$ cat src/rtl/clk_gen_pkg.sv
`default_nettype none
// ============================================================================
// Module   : clk_gen_pkg
// Brief    : Shared constants and channel state encoding for clk_enable_gen
// Revision : 1.0 - initial release
// ============================================================================
package clk_gen_pkg;

    localparam int DIV_W_DEF        = 16;
    localparam int DEFAULT_DIV_DEF  = 9;
    localparam int LOCK_SYNC_STAGES = 2;

    // Channel run state: idle holds the counter cleared, run divides.
    typedef enum logic [0:0] {
        CH_IDLE = 1'b0,
        CH_RUN  = 1'b1
    } chan_state_e;

endpackage : clk_gen_pkg
`default_nettype wire

$ cat src/rtl/clk_div_chan.sv
`default_nettype none
// ============================================================================
// Module   : clk_div_chan
// Brief    : One clock-enable channel: counter, shadow/working divisor,
//            start/stop/sync handling, tick and 50 % toggle outputs
// Revision : 1.0 - initial release
// ============================================================================
module clk_div_chan
    import clk_gen_pkg::*;
#(
    parameter int DIV_W       = DIV_W_DEF,
    parameter int DEFAULT_DIV = DEFAULT_DIV_DEF
) (
    input  logic             clk_i,
    input  logic             rst_i,
    input  logic             lock_i,
    input  logic             en_i,
    input  logic             load_i,
    input  logic [DIV_W-1:0] div_i,
    input  logic             sync_i,
    output logic             tick_o,
    output logic             clk_o,
    output logic             active_o
);

    chan_state_e      state_q, state_d;
    logic [DIV_W-1:0] cnt_q, cnt_d;
    logic [DIV_W-1:0] shadow_q, shadow_d;
    logic [DIV_W-1:0] work_q, work_d;
    logic             tick_q, tick_d;
    logic             clk_q, clk_d;

    // Terminal count; a zero divisor behaves as divide-by-one.
    logic [DIV_W-1:0] term_cnt;
    logic             wrap;

    assign term_cnt = (work_q == '0) ? '0 : (work_q - DIV_W'(1));
    assign wrap     = (cnt_q == term_cnt);

    // Next-state logic: lock loss overrides sync, sync overrides start/stop/wrap.
    always_comb begin
        state_d  = state_q;
        cnt_d    = cnt_q;
        work_d   = work_q;
        clk_d    = clk_q;
        tick_d   = 1'b0;
        shadow_d = load_i ? div_i : shadow_q;

        if (!lock_i) begin
            // Working divisor survives so the channel restarts at its old rate.
            state_d = CH_IDLE;
            cnt_d   = '0;
            clk_d   = 1'b0;
        end else begin
            case (state_q)
                CH_IDLE: begin
                    // Inactive channels track the shadow immediately.
                    work_d = shadow_q;
                    cnt_d  = '0;
                    clk_d  = 1'b0;
                    if (en_i) begin
                        state_d = CH_RUN;
                    end
                end
                CH_RUN: begin
                    if (sync_i) begin
                        cnt_d = '0;
                        clk_d = 1'b0;
                    end else if (wrap) begin
                        tick_d = 1'b1;
                        cnt_d  = '0;
                        work_d = shadow_q;
                        if (!en_i) begin
                            // Stop only on a tick and always leave clk_o low,
                            // so no runt pulse and no stuck-high output.
                            state_d = CH_IDLE;
                            clk_d   = 1'b0;
                        end else begin
                            clk_d = ~clk_q;
                        end
                    end else begin
                        cnt_d = cnt_q + DIV_W'(1);
                    end
                end
                default: begin
                    state_d = CH_IDLE;
                    cnt_d   = '0;
                    clk_d   = 1'b0;
                end
            endcase
        end
    end

    // Channel state register with asynchronous clear to the reset divisor.
    always_ff @(posedge clk_i or posedge rst_i) begin
        if (rst_i) begin
            state_q  <= CH_IDLE;
            cnt_q    <= '0;
            shadow_q <= DIV_W'(DEFAULT_DIV);
            work_q   <= DIV_W'(DEFAULT_DIV);
            tick_q   <= 1'b0;
            clk_q    <= 1'b0;
        end else begin
            state_q  <= state_d;
            cnt_q    <= cnt_d;
            shadow_q <= shadow_d;
            work_q   <= work_d;
            tick_q   <= tick_d;
            clk_q    <= clk_d;
        end
    end

    assign tick_o   = tick_q;
    assign clk_o    = clk_q;
    assign active_o = (state_q == CH_RUN);

endmodule : clk_div_chan
`default_nettype wire

$ cat src/rtl/clk_enable_gen.sv
`default_nettype none
// ============================================================================
// Module   : clk_enable_gen
// Brief    : Multi-channel clock-enable generator gated by a synchronised
//            MMCM lock; one clk_div_chan per channel
// Revision : 1.0 - initial release
// ============================================================================
module clk_enable_gen
    import clk_gen_pkg::*;
#(
    parameter int N_CH        = 2,
    parameter int DIV_W       = DIV_W_DEF,
    parameter int DEFAULT_DIV = DEFAULT_DIV_DEF
) (
    input  logic                  clk_i,
    input  logic                  rst_i,
    input  logic                  locked_i,
    input  logic [N_CH-1:0]       en_i,
    input  logic [N_CH-1:0]       load_i,
    input  logic [N_CH*DIV_W-1:0] div_i,
    input  logic                  sync_i,
    output logic [N_CH-1:0]       tick_o,
    output logic [N_CH-1:0]       clk_o,
    output logic [N_CH-1:0]       active_o
);

    logic [LOCK_SYNC_STAGES-1:0] lock_sync_q, lock_sync_d;
    logic                        lock_s;

    // Shift the asynchronous lock input through the synchroniser chain.
    always_comb begin
        lock_sync_d = {lock_sync_q[LOCK_SYNC_STAGES-2:0], locked_i};
    end

    // Lock synchroniser flops.
    always_ff @(posedge clk_i or posedge rst_i) begin
        if (rst_i) begin
            lock_sync_q <= '0;
        end else begin
            lock_sync_q <= lock_sync_d;
        end
    end

    assign lock_s = lock_sync_q[LOCK_SYNC_STAGES-1];

    for (genvar k = 0; k < N_CH; k++) begin : g_chan
        clk_div_chan #(
            .DIV_W       (DIV_W),
            .DEFAULT_DIV (DEFAULT_DIV)
        ) u_chan (
            .clk_i    (clk_i),
            .rst_i    (rst_i),
            .lock_i   (lock_s),
            .en_i     (en_i[k]),
            .load_i   (load_i[k]),
            .div_i    (div_i[k*DIV_W +: DIV_W]),
            .sync_i   (sync_i),
            .tick_o   (tick_o[k]),
            .clk_o    (clk_o[k]),
            .active_o (active_o[k])
        );
    end

endmodule : clk_enable_gen
`default_nettype wire

$ cat config.mk
export PLATFORM = sky130hd
export DESIGN_NAME = clk_enable_gen
export DESIGN_NICKNAME = d
export VERILOG_FILES = /design/src/rtl/clk_gen_pkg.sv /design/src/rtl/clk_div_chan.sv /design/src/rtl/clk_enable_gen.sv
export SDC_FILE = /design/constraint.sdc
export NUM_CORES = 1
export LEC_CHECK = 0
export ABC_AREA = 1
export BUFFER_PORTS_ARGS = -buffer_cell sky130_fd_sc_hd__buf_2
export CAP_MARGIN = 20
export CORE_ASPECT_RATIO = 0.75
export CORE_MARGIN = 8
export CORE_UTILIZATION = 40
export DETAILED_ROUTE_END_ITERATION = 6
export GPL_TIMING_DRIVEN = 0
export PLACE_DENSITY_LB_ADDON = 0.3
export SLEW_MARGIN = 20
export SYNTH_ARGS = -nofsm -noshare
export SYNTH_HDL_FRONTEND = slang
export SYNTH_SLANG_ARGS = --single-unit
export TNS_END_PERCENT = 50
$ cat constraint.sdc
create_clock -name clk_i -period 3.3 [get_ports clk_i]
set_input_delay 0.165 -clock clk_i [delete_from_list [all_inputs] [get_ports clk_i]]
set_output_delay 0.165 -clock clk_i [all_outputs]
set_load 0.02 [all_outputs]
Word level (Yosys, flattened, before mapping)
Cells that the tools add are included.
- add/sub/neg operators: 4
- equal/unequal tests: 8
- multiplexer cells: 44
- bitwise logic cells: 4
- reductions and logical operators: 4
- operator list (kind ; number):
    two-way mux 16 bit ; 12
    one-hot mux 16 bit (2 select lines) ; 4
    adder 16 x 1 -> 16 bit (second input constant) ; 2
    equality test 16 bit ; 2
    zero test 16 bit ; 2
    subtractor 16 x 1 -> 16 bit (second input constant) ; 2
    two-way mux 1 bit ; 24
    inequality test 2 bit (second input constant) ; 4
    inequality test 4 bit (second input constant) ; 2
    one-hot mux 1 bit (2 select lines) ; 4
    AND reduction 3 bit ; 2
    inverter 1 bit ; 4
- bits in registers: 104
- input port bits: 40

Logic depth before layout (Yosys ltp)
- word-level depth: 7
- mapped depth: 19
- mapped depth without buffers: 18

Cells and area by module
A second synthesis with hierarchy kept.
- cells, all modules: 801
- area total of the unflattened synthesis: 6148.4 um^2
- modules (own cells, without submodules) (module ; times used ; cells an instance ; area an instance (um^2) ; sequential area each (um^2)):
    clk_div_chan at g_chan[1].u_chan ; 1 ; 399 ; 3075.4 ; 1281.2
    clk_div_chan at g_chan[0].u_chan ; 1 ; 399 ; 3019.1 ; 1281.2
    clk_enable_gen ; 1 ; 3 ; 53.8 ; 50.0

Worst setup path before layout
No wires, ideal clock.
- kind: register -> register
- from: register g_chan[1].u_chan.work_q[0]
- to: register g_chan[1].u_chan.work_q[9]
- setup time: 117 ps
- data arrival time: 2242 ps
- data required time: 3183 ps
- setup slack: 941 ps
- cell stages (with the launch flop): 17
- buffers on the path: 2
- cell sequence: dfstp_2 -> inv_2 -> ha_1 -> nand2_1 -> nor2_1 -> nand2_2 -> buf_2 -> nand3_1 -> a21oi_2 -> nand2_1 -> nor2_1 -> nand3_2 -> nand2_4 -> nand3_4 -> buf_6 -> nand2_1 -> nand2_1
- word-level cells in the longest chain between the ends: 5
- elaborated cells on any way between the ends: 6
- classes of those cells: add/sub (1); eq/ne (2); mux (1); reduce/logical (2)
- RTL lines (what ; line ; text):
    start: declaration ; clk_div_chan.sv:29 ; logic [DIV_W-1:0] work_q, work_d;
    start signal: assignment ; clk_div_chan.sv:100 ; work_q <= DIV_W'(DEFAULT_DIV);
    start signal: assignment ; clk_div_chan.sv:107 ; work_q <= work_d;
    subtractor 16 x 1 -> 16 bit or zero test 16 bit (tied branches) ; clk_div_chan.sv:37 ; assign term_cnt = (work_q == '0) ? '0 : (work_q - DIV_W'(1));
    two-way mux 16 bit * ; clk_div_chan.sv:37 ;
    equality test 16 bit * ; clk_div_chan.sv:38 ; assign wrap = (cnt_q == term_cnt);
    inequality test 2 bit (no line) * ; -- ;
    AND reduction 3 bit (no line) * ; -- ;
Mark *: on every way between the ends. The rest lies on a longest branch, timed or not.
A chain may end at the register's enable or synchronous reset.

Worst setup path after layout
- from: register g_chan[1].u_chan.work_q[0]
- to: register g_chan[1].u_chan.cnt_q[8]
- word-level cells in the longest chain between the ends: 7
- elaborated cells on any way between the ends: 8
- classes of those cells: add/sub (1); eq/ne (1); mux (5); reduce/logical (1)
- RTL lines (what ; line ; text):
    subtractor 16 x 1 -> 16 bit or zero test 16 bit (tied branches) ; clk_div_chan.sv:37 ;
    two-way mux 16 bit * ; clk_div_chan.sv:37 ;
    equality test 16 bit * ; clk_div_chan.sv:38 ;
    two-way mux 16 bit * ; clk_div_chan.sv:69 ; end else if (wrap) begin
    two-way mux 16 bit * ; clk_div_chan.sv:66 ; if (sync_i) begin
    one-hot mux 16 bit (2 select lines) * ; clk_div_chan.sv:55 ; case (state_q)
    two-way mux 16 bit * ; clk_div_chan.sv:49 ; if (!lock_i) begin
    via g_chan[1].u_chan.cnt_d[8] ; clk_div_chan.sv:27 ; logic [DIV_W-1:0] cnt_q, cnt_d;
    end signal: assignment ; clk_div_chan.sv:105 ; cnt_q <= cnt_d;
    end: declaration ; clk_div_chan.sv:27 ;
Mark *: on every way through the listed nets, which the timed path passes. The rest lies on a longest branch.

==> metrics.txt <==
outcome=finished, final reports clean; ys flop type=dfrtp_1; CTS root buf=clkbuf_16; crit path time final=2.76 ns; Initial DRC Count=between 300 and 400; final hold violation count=0; Filler Cell Count=roughly 1,500; vias in the first global route=~4,900; CTS tree=done; clk slew on worst S/H paths=~0.08 ns; Nets=roughly 910; # port buffers=43; Startpoint Class=flop; largest net degree at the start of global routing=70; RSZ-0062 raised after global routing=false; Max Clock Freq=between 300 and 400 MHz; final setup fails=0; DRC Markers=0; Multi-input gate area=2960 µm²; DP Wirelength=10,600 µm; hold wc startpoint=div_i[2]; area grow syn2layout=13.5%; clk buf depth=2; antenna violations before repair=0; vias after detailed routing=approximately 5,300; Rel. slew slack=around three fifths; cts bufs inserted=9; Resize count post-CTS=0; Post-synth EDFFs=0; placer congestion estimate=between 0.8 and 0.9; final wirelength=14,000 µm; crit path kind=reg -> reg; Pwr Total=3.43 mW; Pwr per Cell Area=roughly 500 nW/µm²; Worst EP required=about 3.5 ns; CTS sink count=~100; H-tree Lvls=3; GR Util All Layers=about 15%; clock skew=roughly 0.014 ns; ys async rst share=100%; syn_nets=849; share of cells above drive strength 1=approximately 16%; design area=slightly below 7000 µm²; VDD IR max=between 0.3 and 0.4 mV; full die area=just under 20,000 µm²; max cap viols=0; period utilization=~84%; post-synthesis cell area=~6100 µm²; worst-path maximum fanout=10; io pins=46; core area=~15,000 µm²; flop-to-flop setup slack=around 0.54 ns; Seq/Total Area, Yosys=between 40 and 50%; P_leak=between 3 and 4 nW; cell area after placement=~6600 µm²; synthesized netlist cell count=around 810; Yosys reg bits=around 100; Register Area=about 2600 µm²; vias per inst=4.90; Die Height=123 µm; RR Startpoint=g_chan[1].u_chan.work_q[0]; wire length of the first global-routing pass=roughly 24,000 µm; post-route ant nets=0; min-delay worst type=in -> reg; RR Endpoint=g_chan[1].u_chan.cnt_q[8]; CP Capture Type=flop; Arrival @ worst endpoint=~3 ns; pre-CTS worst setup slack=roughly 0.53 ns; hold endpoint=g_chan[0].u_chan.shadow_q[2]; post-synthesis cell type count=36; Setup TNS=0 ns; antenna cell count=0; worst-margin pin slew=0.572 ns; drt wl/cell=between 10 and 15 µm; num rows=39; initial core utilization=roughly 40%; Skew-Pair Late Insertion Delay=roughly 0.36 ns; hold depth=2; Final WS setup=approximately 0.54 ns; r2r worst-path depth=14; post-CTS setup buffer count=0; max-slew violations=0; GRT overflow=0; Syn Area/Cell=about 7.6 µm²; yosys warns=0; Final Util=45.9%; DR pass1 iterations=7; die span in x=approximately 160 µm
-- report_power, final --
group	total [mW]	leakage [nW]	internal, mW	switching (mW)
Combinational	0.838	1.91	0.313	0.525
Clock	1.07	0.147	0.535	0.533
Sequential	1.53	1.31	1.40	0.122
Total	3.43	3.37	2.25	1.18
-- logic make-up after synthesis --
family	count (synthesis)	synth area share, %
fa+ha+maj	4	0.821
compound gates	22	1.97
xor+xnor	12	1.72
flops	104	42.9
simple gates	514	38.2
buf+inv	117	8.54
mux	32	5.91
-- flip-flops by register name (all words and copies together) (netlist names) --
register and count:
lock_sync_q 2, g_chan.u_chan.tick_o 2, g_chan.u_chan.clk_o 2, g_chan.u_chan.cnt_q 32, g_chan.u_chan.work_q 32, g_chan.u_chan.active_o 2, g_chan.u_chan.shadow_q 32
-- cell type report --
type,count,area share (%)
plain buffers,29,2.75
clock buffers,9,3.26
clock inverters,7,1.05
inverters,88,4.85
multi-input cells,584,42.8
flip-flops and latches,104,37.8
well taps,205,3.71
repair buffers,46,3.80
-- worst max-delay path: stages, from the launching register on --
cell     delay, ns
dfstp_2       0.54
inv_2         0.05
ha_1          0.23
nand2_1       0.18
nor2_1        0.09
nand2_2       0.12
buf_2         0.23
nand3_1       0.13
a21oi_2       0.13
nand2_1       0.05
nor2_1        0.14
nand3_2       0.17
nand3_2       0.23
buf_2         0.28
nor3_1        0.07
-- layout by cell type, fill, tap and decap left out, drive strengths merged --
cell	instances
clkbuf	18
clkinv	3
dfrtp	96
nand3	71
and2	1
mux2	32
ha	4
nor2	97
buf	64
dfstp	8
xor2	11
dlygate4sd3	2
xnor2	1
nor4	3
a31oi	1
o21bai	2
nor3	15
nand2	259
o21ai	10
nor3b	5
a21oi	9
nand4	58
nand3b	4
inv	92
and3	1
-- per-stage QoR --
step	hold slack [ns]	cells
after floorplan	0.196	805
after global placement	0.275	1053
after detailed placement	0.188	1054
after CTS	0.0207	1072
after global routing	0.0309	1072
final	0.0328	1072
-- synth_stat cells (2+ instances only) --
master	n	area, µm²
a21oi_1	8	40.0
nand2_4	2	22.5
buf_2	5	25.0
inv_2	2	7.51
nor3b_1	5	37.5
buf_4	8	60.1
xor2_1	11	96.3
nand3_4	2	35.0
inv_1	86	323
o21bai_1	2	15.0
nand3b_2	2	22.5
nand3b_1	2	15.0
o21ai_0	9	45.0
nor4_1	3	18.8
nand2_2	5	31.3
nand4_1	58	363
nand3_2	4	40.0
dfstp_2	8	210
nor2_2	4	25.0
nand3_1	65	325
buf_6	6	67.6
dfrtp_1	96	2400
nor3_1	15	75.1
nand2_1	252	946
mux2_2	32	360
clkbuf_1	9	33.8
nor2_1	92	345
ha_1	4	50.1
-- routing by layer --
metal / up-vias / GRT usage (%) / share of wire (%)
met5: - / 0 / 0
met4: 0 / 4.35 / 1.2
met3: 12 / 3.07 / 5.3
met2: 135 / 20.1 / 38
met1: 2383 / 23.8 / 56
li1: 2726 / - / -
-- what timing repair did --
action                                  CTS  global route
hold buffers                              2             0
hold endpoints to repair                 33             0
endpoints found under the setup margin    0             0
-- how the worst max path moves through the flow --
stage | startpoint | end | cells past startpoint
CTS | g_chan[1].u_chan.work_q[0] | g_chan[1].u_chan.cnt_q[15] | 14
global route | g_chan[1].u_chan.work_q[0] | g_chan[1].u_chan.cnt_q[8] | 14
floorplan | rst_i | g_chan[0].u_chan.active_o | 1
finish | g_chan[1].u_chan.work_q[0] | g_chan[1].u_chan.cnt_q[8] | 14
detailed placement | g_chan[1].u_chan.work_q[0] | g_chan[1].u_chan.cnt_q[8] | 14
global placement | rst_i | g_chan[0].u_chan.shadow_q[11] | 2
(Power assumes the default switching activity.)
